## config.mk

```make
export PLATFORM = sky130hd
export DESIGN_NAME = vend_controller_flat
export DESIGN_NICKNAME = d
export VERILOG_FILES = /design/src/rtl/vend_controller_if.sv /design/src/rtl/vend_controller.sv /design/src/flat_wrapper.sv
export SDC_FILE = /design/constraint.sdc
export NUM_CORES = 1
export LEC_CHECK = 0
export ABC_AREA = 1
export CORE_AREA = 2 2 176 178
export CTS_CLUSTER_SIZE = 24
export DETAILED_ROUTE_END_ITERATION = 7
export DIE_AREA = 0 0 178 180
export HOLD_SLACK_MARGIN = 0.12
export SETUP_SLACK_MARGIN = 0.1
export SLEW_MARGIN = 30
export SYNTH_ARGS = -nofsm -noshare
export SYNTH_HDL_FRONTEND = slang
export SYNTH_SLANG_ARGS = --single-unit
```

## constraint.sdc

```tcl
create_clock -name clk -period 4.9 [get_ports clk]
set_input_delay 1.225 -clock clk [delete_from_list [all_inputs] [get_ports clk]]
set_output_delay 1.225 -clock clk [all_outputs]
set_load 0.05 [all_outputs]
```

## src/rtl/vend_controller_if.sv

```systemverilog
// Dispense and change-coin handshakes between the vending controller and its drivers.
// The controller side uses the master modport; dispenser/hopper drivers use slave.
interface vend_controller_if #(
  parameter int IDX_W = 3
);
  logic             vend_valid;
  logic [IDX_W-1:0] vend_index;
  logic             vend_ready;
  logic             chg_valid;
  logic [1:0]       chg_type;
  logic             chg_ready;

  modport master (
    output vend_valid, vend_index, chg_valid, chg_type,
    input  vend_ready, chg_ready
  );

  modport slave (
    input  vend_valid, vend_index, chg_valid, chg_type,
    output vend_ready, chg_ready
  );
endinterface

```

## src/rtl/vend_controller.sv

```systemverilog
// N-item vending controller: coin credit, inventory with restock, timeout refund, greedy change.
// Optional card payment in IDLE is enabled by defining CARD_PAY_EN.
module vend_controller #(
  parameter int NUM_ITEMS      = 8,
  parameter int IDX_W          = 3,
  parameter int BAL_W          = 9,
  parameter int INV_W          = 4,
  parameter int TIMEOUT_CYCLES = 1000
) (
  input  logic                         clk,
  input  logic                         rst,
  input  logic                         coin_valid,
  input  logic [1:0]                   coin_type,
  input  logic                         sel_valid,
  input  logic [IDX_W-1:0]             sel_index,
  input  logic                         cancel,
  input  logic [NUM_ITEMS*BAL_W-1:0]   prices,
  input  logic                         restock_valid,
  input  logic [IDX_W-1:0]             restock_index,
  input  logic [INV_W-1:0]             restock_count,
  vend_controller_if.master            hs,
  output logic                         coin_reject,
  output logic                         err_funds,
  output logic                         err_soldout,
  output logic [BAL_W-1:0]             balance,
  output logic [NUM_ITEMS-1:0]         sold_out
`ifdef CARD_PAY_EN
  ,
  input  logic                         card_present,
  input  logic [BAL_W-1:0]             card_balance,
  output logic                         card_debit_valid,
  output logic [BAL_W-1:0]             card_debit_amt
`endif
);
  localparam int TW = (TIMEOUT_CYCLES > 1) ? $clog2(TIMEOUT_CYCLES + 1) : 1;
  localparam logic [INV_W:0] INV_MAX = (INV_W+1)'((1 << INV_W) - 1);

  typedef enum logic [1:0] {IDLE, COLLECT, VEND, CHANGE} state_t;

  state_t             state_reg, state_next;
  logic [BAL_W-1:0]   balance_reg, balance_next;
  logic [TW-1:0]      timer_reg, timer_next;
  logic [IDX_W-1:0]   vend_index_reg, vend_index_next;
  logic [INV_W-1:0]   inv_reg [NUM_ITEMS];
  logic [INV_W-1:0]   inv_next [NUM_ITEMS];
  logic               vend_valid_reg, vend_valid_next;
  logic               chg_valid_reg, chg_valid_next;
  logic [1:0]         chg_type_reg, chg_type_next;
  logic               coin_reject_reg, coin_reject_next;
  logic               err_funds_reg, err_funds_next;
  logic               err_soldout_reg, err_soldout_next;
  logic [NUM_ITEMS-1:0] sold_out_reg;
`ifdef CARD_PAY_EN
  logic               card_take;
  logic               card_debit_valid_reg, card_debit_valid_next;
  logic [BAL_W-1:0]   card_debit_amt_reg, card_debit_amt_next;
`endif

  logic               coin_ok, sel_sold, sel_funds, take_item;
  logic [BAL_W-1:0]   sel_price, change_value;
  logic [INV_W-1:0]   sel_inv;
  logic               sel_in_stock;
  logic [BAL_W:0]     coin_sum;

  function automatic logic [BAL_W-1:0] coin_val(input logic [1:0] t);
    case (t)
      2'b00:   return BAL_W'(5);
      2'b01:   return BAL_W'(10);
      2'b10:   return BAL_W'(25);
      default: return BAL_W'(100);
    endcase
  endfunction

  function automatic logic [1:0] greedy(input logic [BAL_W-1:0] b);
    if (b >= BAL_W'(25))      return 2'b10;
    else if (b >= BAL_W'(10)) return 2'b01;
    else                      return 2'b00;
  endfunction

  always_comb begin
    sel_price = '0;
    sel_inv   = '0;
    for (int i = 0; i < NUM_ITEMS; i++) begin
      if (sel_index == IDX_W'(i)) begin
        sel_price = prices[i*BAL_W +: BAL_W];
        sel_inv   = inv_reg[i];
      end
    end
  end

  assign sel_in_stock = ({1'b0, sel_index} < (IDX_W+1)'(NUM_ITEMS)) && (sel_inv != '0);
  // Carry out of the widened sum means the credit would exceed 2**BAL_W-1.
  assign coin_sum     = {1'b0, balance_reg} + {1'b0, coin_val(coin_type)};
  assign change_value = coin_val(greedy(balance_reg));

  // Restock and vend decrement may hit the same item; sum first, then saturate.
  for (genvar gi = 0; gi < NUM_ITEMS; gi++) begin : g_inv
    logic           add_hit, dec_hit;
    logic [INV_W:0] sum;
    assign add_hit = restock_valid && (restock_index == IDX_W'(gi));
    assign dec_hit = take_item && (sel_index == IDX_W'(gi));
    assign sum = {1'b0, inv_reg[gi]} + (add_hit ? {1'b0, restock_count} : '0)
                 - {{INV_W{1'b0}}, dec_hit};
    assign inv_next[gi] = (sum > INV_MAX) ? INV_MAX[INV_W-1:0] : sum[INV_W-1:0];
  end

  always_ff @(posedge clk or negedge rst) begin
    if (!rst) begin
      state_reg       <= IDLE;
      balance_reg     <= '0;
      timer_reg       <= '0;
      vend_index_reg  <= '0;
      vend_valid_reg  <= 1'b0;
      chg_valid_reg   <= 1'b0;
      chg_type_reg    <= 2'b00;
      coin_reject_reg <= 1'b0;
      err_funds_reg   <= 1'b0;
      err_soldout_reg <= 1'b0;
      sold_out_reg    <= '1;
      for (int i = 0; i < NUM_ITEMS; i++) inv_reg[i] <= '0;
`ifdef CARD_PAY_EN
      card_debit_valid_reg <= 1'b0;
      card_debit_amt_reg   <= '0;
`endif
    end else begin
      state_reg       <= state_next;
      balance_reg     <= balance_next;
      timer_reg       <= timer_next;
      vend_index_reg  <= vend_index_next;
      vend_valid_reg  <= vend_valid_next;
      chg_valid_reg   <= chg_valid_next;
      chg_type_reg    <= chg_type_next;
      coin_reject_reg <= coin_reject_next;
      err_funds_reg   <= err_funds_next;
      err_soldout_reg <= err_soldout_next;
      for (int i = 0; i < NUM_ITEMS; i++) begin
        inv_reg[i]      <= inv_next[i];
        sold_out_reg[i] <= (inv_next[i] == '0);
      end
`ifdef CARD_PAY_EN
      card_debit_valid_reg <= card_debit_valid_next;
      card_debit_amt_reg   <= card_debit_amt_next;
`endif
    end
  end

  always_comb begin
    state_next      = state_reg;
    balance_next    = balance_reg;
    timer_next      = timer_reg;
    vend_index_next = vend_index_reg;
    coin_ok         = 1'b0;
    sel_sold        = 1'b0;
    sel_funds       = 1'b0;
    take_item       = 1'b0;
`ifdef CARD_PAY_EN
    card_take       = 1'b0;
`endif
    case (state_reg)
      IDLE: begin
        if (sel_valid) begin
          if (!sel_in_stock) sel_sold = 1'b1;
`ifdef CARD_PAY_EN
          else if (card_present && (card_balance >= sel_price)) begin
            card_take       = 1'b1;
            take_item       = 1'b1;
            vend_index_next = sel_index;
            state_next      = VEND;
          end
`endif
          else sel_funds = 1'b1;
        end else if (coin_valid && !cancel && !coin_sum[BAL_W]) begin
          coin_ok      = 1'b1;
          balance_next = coin_sum[BAL_W-1:0];
          timer_next   = '0;
          state_next   = COLLECT;
        end
      end
      COLLECT: begin
        if (cancel || (timer_reg == TW'(TIMEOUT_CYCLES - 1))) begin
          state_next = CHANGE;
          timer_next = '0;
        end else if (sel_valid) begin
          timer_next = timer_reg + TW'(1);
          if (!sel_in_stock)               sel_sold  = 1'b1;
          else if (balance_reg < sel_price) sel_funds = 1'b1;
          else begin
            balance_next    = balance_reg - sel_price;
            take_item       = 1'b1;
            vend_index_next = sel_index;
            timer_next      = '0;
            state_next      = VEND;
          end
        end else if (coin_valid && !coin_sum[BAL_W]) begin
          coin_ok      = 1'b1;
          balance_next = coin_sum[BAL_W-1:0];
          timer_next   = '0;
        end else begin
          timer_next = timer_reg + TW'(1);
        end
      end
      VEND: begin
        if (vend_valid_reg && hs.vend_ready)
          state_next = (balance_reg != '0) ? CHANGE : IDLE;
      end
      default: begin
        if (balance_reg == '0) begin
          state_next = IDLE;
        end else if (chg_valid_reg && hs.chg_ready) begin
          balance_next = balance_reg - change_value;
          if (balance_next == '0) state_next = IDLE;
        end
      end
    endcase
  end

  always_comb begin
    vend_valid_next  = (state_next == VEND);
    chg_valid_next   = (state_next == CHANGE);
    chg_type_next    = (state_next == CHANGE) ? greedy(balance_next) : 2'b00;
    coin_reject_next = coin_valid && !coin_ok;
    err_funds_next   = sel_funds;
    err_soldout_next = sel_sold;
`ifdef CARD_PAY_EN
    card_debit_valid_next = card_take;
    card_debit_amt_next   = card_take ? sel_price : '0;
`endif
  end

  assign hs.vend_valid = vend_valid_reg;
  assign hs.vend_index = vend_index_reg;
  assign hs.chg_valid  = chg_valid_reg;
  assign hs.chg_type   = chg_type_reg;
  assign coin_reject   = coin_reject_reg;
  assign err_funds     = err_funds_reg;
  assign err_soldout   = err_soldout_reg;
  assign balance       = balance_reg;
  assign sold_out      = sold_out_reg;
`ifdef CARD_PAY_EN
  assign card_debit_valid = card_debit_valid_reg;
  assign card_debit_amt   = card_debit_amt_reg;
`endif
endmodule

```

## src/flat_wrapper.sv

```systemverilog
// flat-port wrapper written by rule: the top's interface ports become plain ports
module vend_controller_flat 
#(
  parameter int NUM_ITEMS      = 8,
  parameter int IDX_W          = 3,
  parameter int BAL_W          = 9,
  parameter int INV_W          = 4,
  parameter int TIMEOUT_CYCLES = 1000
)
  (clk, rst, coin_valid, coin_type, sel_valid, sel_index, cancel, prices, restock_valid, restock_index, restock_count, coin_reject, err_funds, err_soldout, balance, sold_out, hs_vend_valid, hs_vend_index, hs_chg_valid, hs_chg_type, hs_vend_ready, hs_chg_ready);
  vend_controller_if #(.IDX_W(IDX_W)) hs_i ();
  input  logic clk;
  input  logic rst;
  input  logic coin_valid;
  input  logic [1:0] coin_type;
  input  logic sel_valid;
  input  logic [IDX_W-1:0] sel_index;
  input  logic cancel;
  input  logic [NUM_ITEMS*BAL_W-1:0] prices;
  input  logic restock_valid;
  input  logic [IDX_W-1:0] restock_index;
  input  logic [INV_W-1:0] restock_count;
  output logic coin_reject;
  output logic err_funds;
  output logic err_soldout;
  output logic [BAL_W-1:0] balance;
  output logic [NUM_ITEMS-1:0] sold_out;
  output wire logic [$bits(hs_i.vend_valid)-1:0] hs_vend_valid;
  output wire logic [$bits(hs_i.vend_index)-1:0] hs_vend_index;
  output wire logic [$bits(hs_i.chg_valid)-1:0] hs_chg_valid;
  output wire logic [$bits(hs_i.chg_type)-1:0] hs_chg_type;
  input wire logic [$bits(hs_i.vend_ready)-1:0] hs_vend_ready;
  input wire logic [$bits(hs_i.chg_ready)-1:0] hs_chg_ready;
  assign hs_vend_valid = hs_i.vend_valid;
  assign hs_vend_index = hs_i.vend_index;
  assign hs_chg_valid = hs_i.chg_valid;
  assign hs_chg_type = hs_i.chg_type;
  assign hs_i.vend_ready = hs_vend_ready;
  assign hs_i.chg_ready = hs_chg_ready;
  vend_controller #(.NUM_ITEMS(NUM_ITEMS), .IDX_W(IDX_W), .BAL_W(BAL_W), .INV_W(INV_W), .TIMEOUT_CYCLES(TIMEOUT_CYCLES)) u_core (.clk(clk), .rst(rst), .coin_valid(coin_valid), .coin_type(coin_type), .sel_valid(sel_valid), .sel_index(sel_index), .cancel(cancel), .prices(prices), .restock_valid(restock_valid), .restock_index(restock_index), .restock_count(restock_count), .hs(hs_i), .coin_reject(coin_reject), .err_funds(err_funds), .err_soldout(err_soldout), .balance(balance), .sold_out(sold_out));
endmodule
```

==> flow_summary.yaml, run 1 <==
synthesis:
  seq_area_frac_synth_pct: 23.9
  post_synth_instance_area_um2: 7480
  yosysWarningCount: 0
  synth_cells: 1089
  syn_area_per_cell_um2: 6.86
  synth_fp_nets: 1282
  synth_seq_cells: 71
  post_synth_num_cell_types: 51
floorplanning:
  initial_core_util_pct: 24.8
  ios: 119
  core_region_area_um2: 30200
  chipWidth_um: 178
  die_area_um2: 32000
  floorplan.rows: 64
  chipHeight_um: 180
timing:
  fin_skew_ns: 0.0103
  hold_viol_final: 0
  rsz0062_at_grt: "yes"
  maxSlewHeadroom_pct: 61.4
  setup_viol_count_final: 32
  pnr_worst_setup_slack_ns: -0.332
  worst-slew-pin-transition_ns: 0.579
  setup_total_negative_slack_ns: -5.05
  fmax_mhz: 191
  whs_ns: 0.502
  slew_violations: 0
  timing.final.crit_period_ns: 5.23
  final_min_period_over_clock_period_pct: 107
placed_design:
  place.detailed.hpwl_mm: 19.8
  gp_congestion: 0.934
  port_buffers: 118
  dp.cells: 1677
clock_network:
  clock_tree_from_tritoncts: "done"
  clkSlewWorstSetupHoldPaths_ns: 0.06
  postCtsHoldBufs: 0
  cts_max_level: 3
  cts_made_buffers: 9
  cts_root_buffer: "clkbuf_16"
  number_of_clock_sinks: 71
  cts.path.max_buffers: 2
  later_pin_clock_latency_in_the_skew_report_ns: 0.35
pwr:
  static-leakage-power_nw: 5.55
  netSwitchingPower_w: 0.00297
  power.clock.fraction_pct: 11.6
  pwr-share-comb_pct: 73.8
  internal-power_w: 0.00329
  power.share.sequential_pct: 14.6
  vdd_drop_max_mv: 0.265
  netSwitchingFraction_pct: 47.5
  power-per-cell-area_nw_per_um2: 555
global_route:
  grt_remaining_overflow: 0
  number_of_antenna_violations_at_the_first_check_in_global_routing: 0
  groute.usage.overall_pct: 16.0
  vias_in_the_first_global_route: 8117
  maximum_number_of_pins_on_one_net_before_global_route_repair: 41
  first_pass_grt_wire_length_mm: 40.5
setup_path:
  worst_r2r_endpoint: "u_core.inv_reg[12]$_DFF_PN0_"
  crit_path_start_kind: "input pin"
  reg2reg_depth: 24
  timing.critical_path.to_type: "flop"
  crit_slowest_cell: "fa_2"
  critical_path.max_stage_delay_ns: 0.33
  worst_r2r_startpoint: "u_core.balance[7]$_DFF_PN0_"
  regToRegSetupSlack_ns: 0.89
  critical_path_peak_fanout: 5
  cp.required_ns: 5.14
  worstPathArrival_ns: 5.47
  worst-setup-path-type: "in -> reg"
routing:
  drt-total-wl_mm: 25.9
  final_antenna_net_count: 0
  firstDrtPassIters: 5
  avgRoutedWirePerCell_um: 14.8
  first_iter_violations: 427
  drt_drc_violations_left: 0
  vias: 8056
  via_per_inst: 4.59
status:
  failed_checks: "setup timing"
  run_status: "complete, but fails checks"
layout:
  final_common_cell: "nand2_1"
  fin_util_pct: 37.4
  mostFrequentLayoutCells: "nand2_1, inv_1, buf_4"
  final_nets: 1548
  largest_reg_flops: 32
  num_antenna_cells: 0
  area_delta_synth_final_pct: 50.9
  final-instance-count-excl-fill: 1756
  drive_gt1_share_pct: 24.9
run:
  drv_cap: 0
worst_hold_path:
  hold_start: "u_core.timer_reg[0]$_DFFE_PN0P_"
  hold_depth: 1
  whs_endpoint: "u_core.timer_reg[0]$_DFFE_PN0P_"
  min_path_type: "reg -> reg"
cells in the mapped netlist (all sizes together):
| cell | count | area share [%] |
|---|---|---|
| a221o | 1 | 0.13 |
| o21a | 2 | 0.20 |
| dfrtp | 63 | 21 |
| nand3b | 1 | 0.10 |
| ha | 90 | 15 |
| nor4b | 1 | 0.12 |
| nand2 | 252 | 13 |
| inv | 223 | 11 |
| a31oi | 2 | 0.17 |
| dfstp | 8 | 2.8 |
| conb | 1 | 0.050 |
| o22ai | 11 | 0.92 |
| fa | 11 | 2.9 |
| a221oi | 9 | 1.1 |
| clkbuf | 8 | 0.40 |
| buf | 11 | 0.80 |
| a21boi | 1 | 0.10 |
| a22oi | 1 | 0.10 |
| nor2 | 93 | 5.3 |
| xnor2 | 25 | 2.9 |
| nand4 | 21 | 1.9 |
| nand3 | 63 | 4.7 |
| a21oi | 68 | 4.6 |
| o21ai | 57 | 3.9 |
| nor4 | 11 | 1.0 |
| xor2 | 23 | 2.7 |
| o2111a | 1 | 0.15 |
| nor3 | 16 | 1.2 |
| o211ai | 3 | 0.30 |
| o21bai | 2 | 0.20 |
| a32oi | 2 | 0.23 |
| or2 | 4 | 0.33 |
| clkinv | 3 | 0.15 |
| a211oi | 1 | 0.10 |
worst max-delay path by stage:
stage | from | endpoint | cells after the start
2_1_floorplan | sel_index[0] | u_core.sold_out[0]$_DFF_PN1_ | 33
3_3_place_gp | sel_index[0] | u_core.sold_out[2]$_DFF_PN1_ | 30
3_5_place_dp | sel_index[0] | u_core.sold_out[2]$_DFF_PN1_ | 30
4_1_cts | sel_index[0] | u_core.sold_out[2]$_DFF_PN1_ | 33
5_1_grt | sel_index[0] | u_core.inv_reg[14]$_DFF_PN0_ | 36
6_report | sel_index[0] | u_core.inv_reg[12]$_DFF_PN0_ | 37
critical path, delay by kind of cell:
family	cells	cell delay, ns
AO/OA/AOI/OAI	5	0.91
XOR/XNOR	1	0.22
buffers and inverters	13	1.26
adder cells (fa/ha/maj)	4	0.82
AND/OR/NAND/NOR	14	1.03
layout make-up:
cell class                      count  area, µm²
Sequential cell                    71       1790
Clock buffer                       11        243
Multi-Input combinational cell    776       5380
Tap cell                          396        495
Inverter                          226        881
Clock inverter                      5       81.3
Timing Repair Buffer              271       2420
Fill cell                        3103      18900
logic make-up after synthesis:
kind of cell	count (synthesis)	share of synthesized area, %
DFF	71	23.9
AOI/OAI and AO/OA	161	12.1
other	1	0.0502
and+or+nand+nor	462	27.7
adders and majority gates	101	18.0
buffers and inverters	245	12.6
xor gates and xnor gates	48	5.62
power by group through the flow:
| stage | clock network [W] | registers, W | logic, W |
|---|---|---|---|
| floorplan | 0 | 0.00110 | 0.00224 |
| global placement | 0 | 0.000919 | 0.00368 |
| detailed placement | 0 | 0.000919 | 0.00373 |
| CTS | 0.000750 | 0.000911 | 0.00425 |
| global route | 0.000777 | 0.000929 | 0.00507 |
| finish | 0.000729 | 0.000914 | 0.00462 |
through the flow:
| step | cell area (µm²) | power, W | setup WS, ns |
|---|---|---|---|
| floorplan | 7650 | 0.00335 | -0.371 |
| global placement | 9910 | 0.00460 | -1.25 |
| detailed placement | 9910 | 0.00465 | -1.30 |
| CTS | 10900 | 0.00591 | -0.250 |
| global route | 11300 | 0.00677 | -0.569 |
| finish | 11300 | 0.00626 | -0.332 |
layer usage:
| layer | wire (µm) | global-route usage [%] | vias up |
|---|---|---|---|
| met3 | 1290 | 2.50 | 64 |
| met5 | 0 | 0 | - |
| met2 | 12900 | 28.2 | 219 |
| met1 | 10700 | 19.3 | 3739 |
| met4 | 1010 | 6.30 | 0 |
| li1 | - | - | 4034 |
repair_timing:
item,CTS,global route
buffers inserted,50,17
setup endpoints to repair,42,43
gates cloned,3,0
gates resized for setup,84,64
pin swaps,61,58
Note: power is estimated with default switching activity, not from simulation.
==> run 2: changes to the inputs <==
- CORE_AREA: 2 2 176 178 -> 2 2 132 134
- DIE_AREA: 0 0 178 180 -> 0 0 134 136
- PLACE_DENSITY: unset -> 0.68
==> run 2 against run 1 <==
The run still ends with setup timing left; clock skew about the same; register-to-register slack better by 0.17 ns; setup slack better by 0.13 ns; critical endpoint is now u_core.sold_out[0]$_DFF_PN1_; flip-flop and latch count unchanged.
==> flow_summary.yaml, run 2 (synthesized netlist as in run 1, its figures left out) <==
placed_design:
  gp_congestion: 0.911
  place.detailed.hpwl_mm: 18.2
  dp.cells: 1499
  dp_worst_setup_slack_ns: -1.14
  port_buffers: 118
  post_dp_cell_area_um2: 9640
layout:
  largest_reg_flops: 32
  fill_cells: 1409
  final_design_area_no_fill_um2: 10900
  final-instance-count-excl-fill: 1564
  num_antenna_cells: 0
  final_nets: 1527
  area_delta_synth_final_pct: 45.3
  drive_gt1_share_pct: 23.0
  final_common_cell: "nand2_1"
  fin_util_pct: 64.4
  mostFrequentLayoutCells: "nand2_1, inv_1, buf_4"
clock_network:
  clock_tree_from_tritoncts: "done"
  later_pin_clock_latency_in_the_skew_report_ns: 0.35
  cts_made_buffers: 9
  postCtsHoldBufs: 0
  clkSlewWorstSetupHoldPaths_ns: 0.06
  number_of_clock_sinks: 71
  cts.path.max_buffers: 2
  cts_root_buffer: "clkbuf_16"
  cts_max_level: 3
timing:
  rsz0062_at_grt: "yes"
  fmax_mhz: 196
  pnr_worst_setup_slack_ns: -0.203
  fin_skew_ns: 0.0107
  worst-slew-pin-transition_ns: 0.679
  setup_viol_count_final: 26
  maxSlewHeadroom_pct: 54.7
  hold_viol_final: 0
  timing.final.crit_period_ns: 5.10
  final_min_period_over_clock_period_pct: 104
  slew_violations: 0
global_route:
  grt_remaining_overflow: 0
  first_pass_grt_wire_length_mm: 39.5
  busiest_metal_layer_after_global_routing: "met2"
  groute.usage.overall_pct: 27.3
  maximum_number_of_pins_on_one_net_before_global_route_repair: 72
  number_of_antenna_violations_at_the_first_check_in_global_routing: 0
  groute.layer.met1.usage_pct: 32.2
  vias_in_the_first_global_route: 8144
  met3_track_demand_over_resource_in_global_routing_pct: 4.92
  global_routing_met2_resource_utilization_pct: 48.9
pwr:
  vdd_drop_max_mv: 0.459
  power-per-cell-area_nw_per_um2: 552
  static-leakage-power_nw: 5.42
routing:
  vias: 7997
  drt_drc_violations_left: 0
  firstDrtPassIters: 5
  final_antenna_net_count: 0
  via_per_inst: 5.11
  drt-total-wl_mm: 24.2
  first_iter_violations: 508
  avgRoutedWirePerCell_um: 15.5
setup_path:
  critical_path.max_stage_delay_ns: 0.39
  cp.required_ns: 5.15
  reg2reg_depth: 22
  worst-setup-path-type: "in -> reg"
  crit_slowest_cell: "fa_2"
  crit_path_frequent_cell: "nor2_4"
  worstPathArrival_ns: 5.36
  critical_path_peak_fanout: 8
  timing.critical_path.to_type: "flop"
  crit_path_start_kind: "input pin"
floorplanning:
  core_region_area_um2: 16900
  chipHeight_um: 136
  initial_core_util_pct: 44.3
  chipWidth_um: 134
  floorplan.rows: 48
  die_area_um2: 18200
  ios: 119
worst_hold_path:
  hold_depth: 1
  min_path_type: "reg -> reg"
run:
  drv_cap: 0
status:
  run_status: "complete, but fails checks"
  failed_checks: "setup timing"
==> run 2: cell types whose count changed in the layout (fill, tap and decap cells not counted), sizes merged <==
| cell | delta |
|---|---|
| clkinvlp | +1 |
| clkinv | -1 |
| bufinv | -1 |
| clkdlybuf4s50 | -5 |
| buf | -20 |
| dlygate4sd2 | +5 |
| nor2 | -1 |
| clkbuf | +1 |
==> run 2: worst paths after layout <==
| check | start | endpoint | slack [ns] |
|---|---|---|---|
| min | u_core.timer_reg[0]$_DFFE_PN0P_ | u_core.timer_reg[0]$_DFFE_PN0P_ | 0.49 |
| min reg2reg | u_core.timer_reg[0]$_DFFE_PN0P_ | u_core.timer_reg[0]$_DFFE_PN0P_ | 0.49 |
| max reg2reg | u_core.balance[1]$_DFF_PN0_ | u_core.hs.chg_type[0]$_DFF_PN0_ | 1.06 |
| max | sel_index[1] | u_core.sold_out[0]$_DFF_PN1_ | -0.20 |
| max in group asynchronous | rst | u_core.inv_reg[26]$_DFF_PN0_ | 3.53 |
| min in group asynchronous | rst | u_core.balance[8]$_DFF_PN0_ | 0.88 |
==> run 2: power breakdown <==
group	internal, W	switching, W	total [W]	leakage, nW
combinational	0.00193	0.00248	0.00441	4.49
clock	0.000424	0.000270	0.000694	0.145
sequential	0.000762	0.000133	0.000895	0.788
==> run 2: critical path: cells and delay by family <==
family	cells	cell delay (ns)
simple gates	13	1.67
compound gates	5	0.63
xor+xnor	1	0.20
buf+inv	6	0.53
fa+ha+maj	4	1.07
==> run 2: cell type report <==
type	count	area, µm²	share of cell area (%)
Clock buffer	12	256	2.36
Clock inverter	4	53.8	0.495
Inverter	226	891	8.20
Multi-Input combinational cell	775	5330	49.0
Sequential cell	71	1790	16.4
Tap cell	225	282	2.59
Timing Repair Buffer	251	2260	20.9
==> run 2: repair_timing <==
| action | in CTS | in global routing |
|---|---|---|
| setup buffers | 36 | 15 |
| endpoints found under the setup margin | 41 | 40 |
| resized for setup | 88 | 63 |
| gates cloned | 3 | 0 |
| hold endpoints to repair | 0 | 0 |
| pin swaps | 54 | 50 |
==> run 2: metal layers <==
metal,share of wire [%],vias up
li1,-,3980
met1,40,3707
met2,51,245
met3,5.6,65
met4,3.9,0
met5,0,-
==> run 2: through the flow <==
stage	setup TNS (ns)	hold WS, ns	total power, W
global placement	-30.63	0.473	0.00457
global route	-11.30	0.527	0.00653
floorplan	-2.37	0.468	0.00335
detailed placement	-34.19	0.480	0.00463
CTS	-0.122	0.502	0.00565
finish	-2.77	0.494	0.00600
==> run 3: changes to the inputs <==
- MAX_ROUTING_LAYER: unset -> met4
==> run 3 against run 2 <==
The run still ends with setup timing left; final cell count is 1.4% higher; via count is 0.71% higher; combinational power is 4% higher; power is 2.7% higher; first-iteration DRC count is 8.7% lower; critical path depth is 1 lower; clock skew is 0.0019 ns lower.
==> flow_summary.yaml, run 3 (synthesized netlist as in run 1, its figures left out) <==
setup_path:
  worstPathArrival_ns: 5.36
  worstPathBufferInverterCount: 5
  worst-setup-path-type: "in -> reg"
  regToRegSetupSlack_ns: 1.08
  worst_r2r_startpoint: "u_core.balance[7]$_DFF_PN0_"
  cp_delay_by_family_top: "simple AND/OR/NAND/NOR gates"
  worst_r2r_endpoint: "u_core.sold_out[1]$_DFF_PN1_"
  reg2reg_depth: 20
  cp.required_ns: 5.15
  crit_path_frequent_cell: "nand2_1"
  crit_slowest_cell: "clkdlybuf4s50_1"
  crit_path_start_kind: "input pin"
  critical_path_peak_fanout: 7
  critical_path.max_stage_delay_ns: 0.42
  timing.critical_path.to_type: "flop"
routing:
  drt_drc_violations_left: 0
  via_per_inst: 5.08
  drt-total-wl_mm: 24.2
  firstDrtPassIters: 6
  avgRoutedWirePerCell_um: 15.3
  first_iter_violations: 464
  final_antenna_net_count: 0
  vias: 8054
floorplanning:
  chipWidth_um: 134
  initial_core_util_pct: 44.3
  floorplan.rows: 48
  ios: 119
  chipHeight_um: 136
  die_area_um2: 18200
  core_region_area_um2: 16900
pwr:
  power.share.sequential_pct: 14.4
  totalPowerFinal_w: 0.00616
  netSwitchingPower_w: 0.00295
  vdd_drop_max_mv: 0.447
  power.clock.fraction_pct: 10.9
  netSwitchingFraction_pct: 47.9
  power-per-cell-area_nw_per_um2: 557
  internal-power_w: 0.00321
  static-leakage-power_nw: 5.56
  pwr-share-comb_pct: 74.7
clock_network:
  postCtsHoldBufs: 0
  cts_root_buffer: "clkbuf_16"
  cts_max_level: 3
  clkSlewWorstSetupHoldPaths_ns: 0.06
  later_pin_clock_latency_in_the_skew_report_ns: 0.34
  cts.path.max_buffers: 2
  cts_made_buffers: 9
  number_of_clock_sinks: 71
  clock_tree_from_tritoncts: "done"
global_route:
  first_pass_grt_wire_length_mm: 38.4
  maximum_number_of_pins_on_one_net_before_global_route_repair: 72
  vias_in_the_first_global_route: 7837
  groute.usage.overall_pct: 27.4
  grt_remaining_overflow: 0
  number_of_antenna_violations_at_the_first_check_in_global_routing: 1
placed_design:
  gp_congestion: 0.920
  place.detailed.hpwl_mm: 17.9
  port_buffers: 118
timing:
  timing.final.crit_period_ns: 5.11
  setup_viol_count_final: 27
  fmax_mhz: 196
  setup_total_negative_slack_ns: -2.39
  slew_violations: 0
  worst-slew-pin-transition_ns: 0.685
  rsz0062_at_grt: "yes"
  final_min_period_over_clock_period_pct: 104
  fin_skew_ns: 0.00881
  maxSlewHeadroom_pct: 54.4
  hold_viol_final: 0
  pnr_worst_setup_slack_ns: -0.209
layout:
  fin_util_pct: 65.6
  final_nets: 1548
  mostFrequentLayoutCells: "nand2_1, inv_1, buf_4"
  area_delta_synth_final_pct: 48.0
  largest_reg_flops: 32
  final_common_cell: "nand2_1"
  drive_gt1_share_pct: 24.9
worst_hold_path:
  hold_depth: 2
  min_path_type: "reg -> reg"
  whs_endpoint: "u_core.hs.vend_index[2]$_DFFE_PN0P_"
  hold_start: "u_core.hs.vend_index[2]$_DFFE_PN0P_"
run:
  drv_cap: 0
status:
  failed_checks: "setup timing"
  run_status: "complete, but fails checks"
==> run 3: changes by cell type in the layout (fill, tap and decap cells not counted), moves of 3 or more <==
cell            before  now
nor2_2               4    9
nand3_1             54   51
nor2_1              75   68
nand3_4              0    3
dlygate4sd2_1        5    0
dlymetal6s2s_1       0    6
inv_2               13   16
buf_4              118  139
==> run 3: power by group through the flow <==
| stage | sequential, W | clock (W) | combinational, W |
|---|---|---|---|
| 2_1_floorplan | 0.00110 | 0 | 0.00224 |
| 3_3_place_gp | 0.000887 | 0 | 0.00371 |
| 4_1_cts | 0.000884 | 0.000690 | 0.00422 |
| 5_1_grt | 0.000905 | 0.000717 | 0.00507 |
| 3_5_place_dp | 0.000891 | 0 | 0.00374 |
| 6_report | 0.000886 | 0.000671 | 0.00460 |
==> run 3: final cells by class <==
class | instances | area, µm²
fill | 1412 | 5810
multi-input combinational | 775 | 5380
timing repair buffer | 272 | 2430
sequential | 71 | 1790
inverter | 226 | 888
tap | 225 | 282
clock buffer | 10 | 229
clock inverter | 6 | 68.8
antenna | 1 | 2.50
==> run 3: worst max path at each step <==
stage | cells past startpoint | slack (ns) | startpoint | endpoint
after CTS | 32 | -0.13 | sel_index[0] | u_core.sold_out[0]$_DFF_PN1_
after global routing | 31 | -0.46 | sel_index[1] | u_core.sold_out[5]$_DFF_PN1_
after floorplan | 33 | -0.37 | sel_index[0] | u_core.sold_out[0]$_DFF_PN1_
after detailed placement | 29 | -1.13 | sel_index[1] | u_core.sold_out[0]$_DFF_PN1_
after global placement | 29 | -1.04 | sel_index[1] | u_core.sold_out[2]$_DFF_PN1_
final | 28 | -0.21 | prices[10] | u_core.sold_out[1]$_DFF_PN1_
==> run 3: timing repair <==
| action | 4_1_cts | 5_1_grt |
|---|---|---|
| buffers inserted | 53 | 25 |
| cloned | 4 | 0 |
| pin swaps | 47 | 67 |
| endpoints found under the setup margin | 41 | 45 |
| gates resized for setup | 94 | 69 |
==> run 3: worst min-delay path, delay by kind of cell, from the launching register on <==
| family | cells | cell delay [ns] |
|---|---|---|
| AND/OR/NAND/NOR | 2 | 0.10 |
| flip-flops | 1 | 0.35 |
==> run 3: metrics by stage <==
step	hold WS, ns	instance area, µm²	setup slack (ns)	cells
after CTS	0.484	10700	-0.128	1571
after floorplan	0.468	7650	-0.371	1089
after detailed placement	0.465	9660	-1.13	1502
after global routing	0.535	11100	-0.463	1586
final	0.481	11100	-0.209	1586
after global placement	0.472	9660	-1.04	1502
==> run 3: metal layers <==
layer / track usage, % / vias up / wire, µm
met3: 4.18 / 66 / 1240
met1: 31.9 / 3716 / 9850
met5: - / - / 0
met2: 47.8 / 244 / 12300
met4: 10.5 / 0 / 835
li1: - / 4028 / -
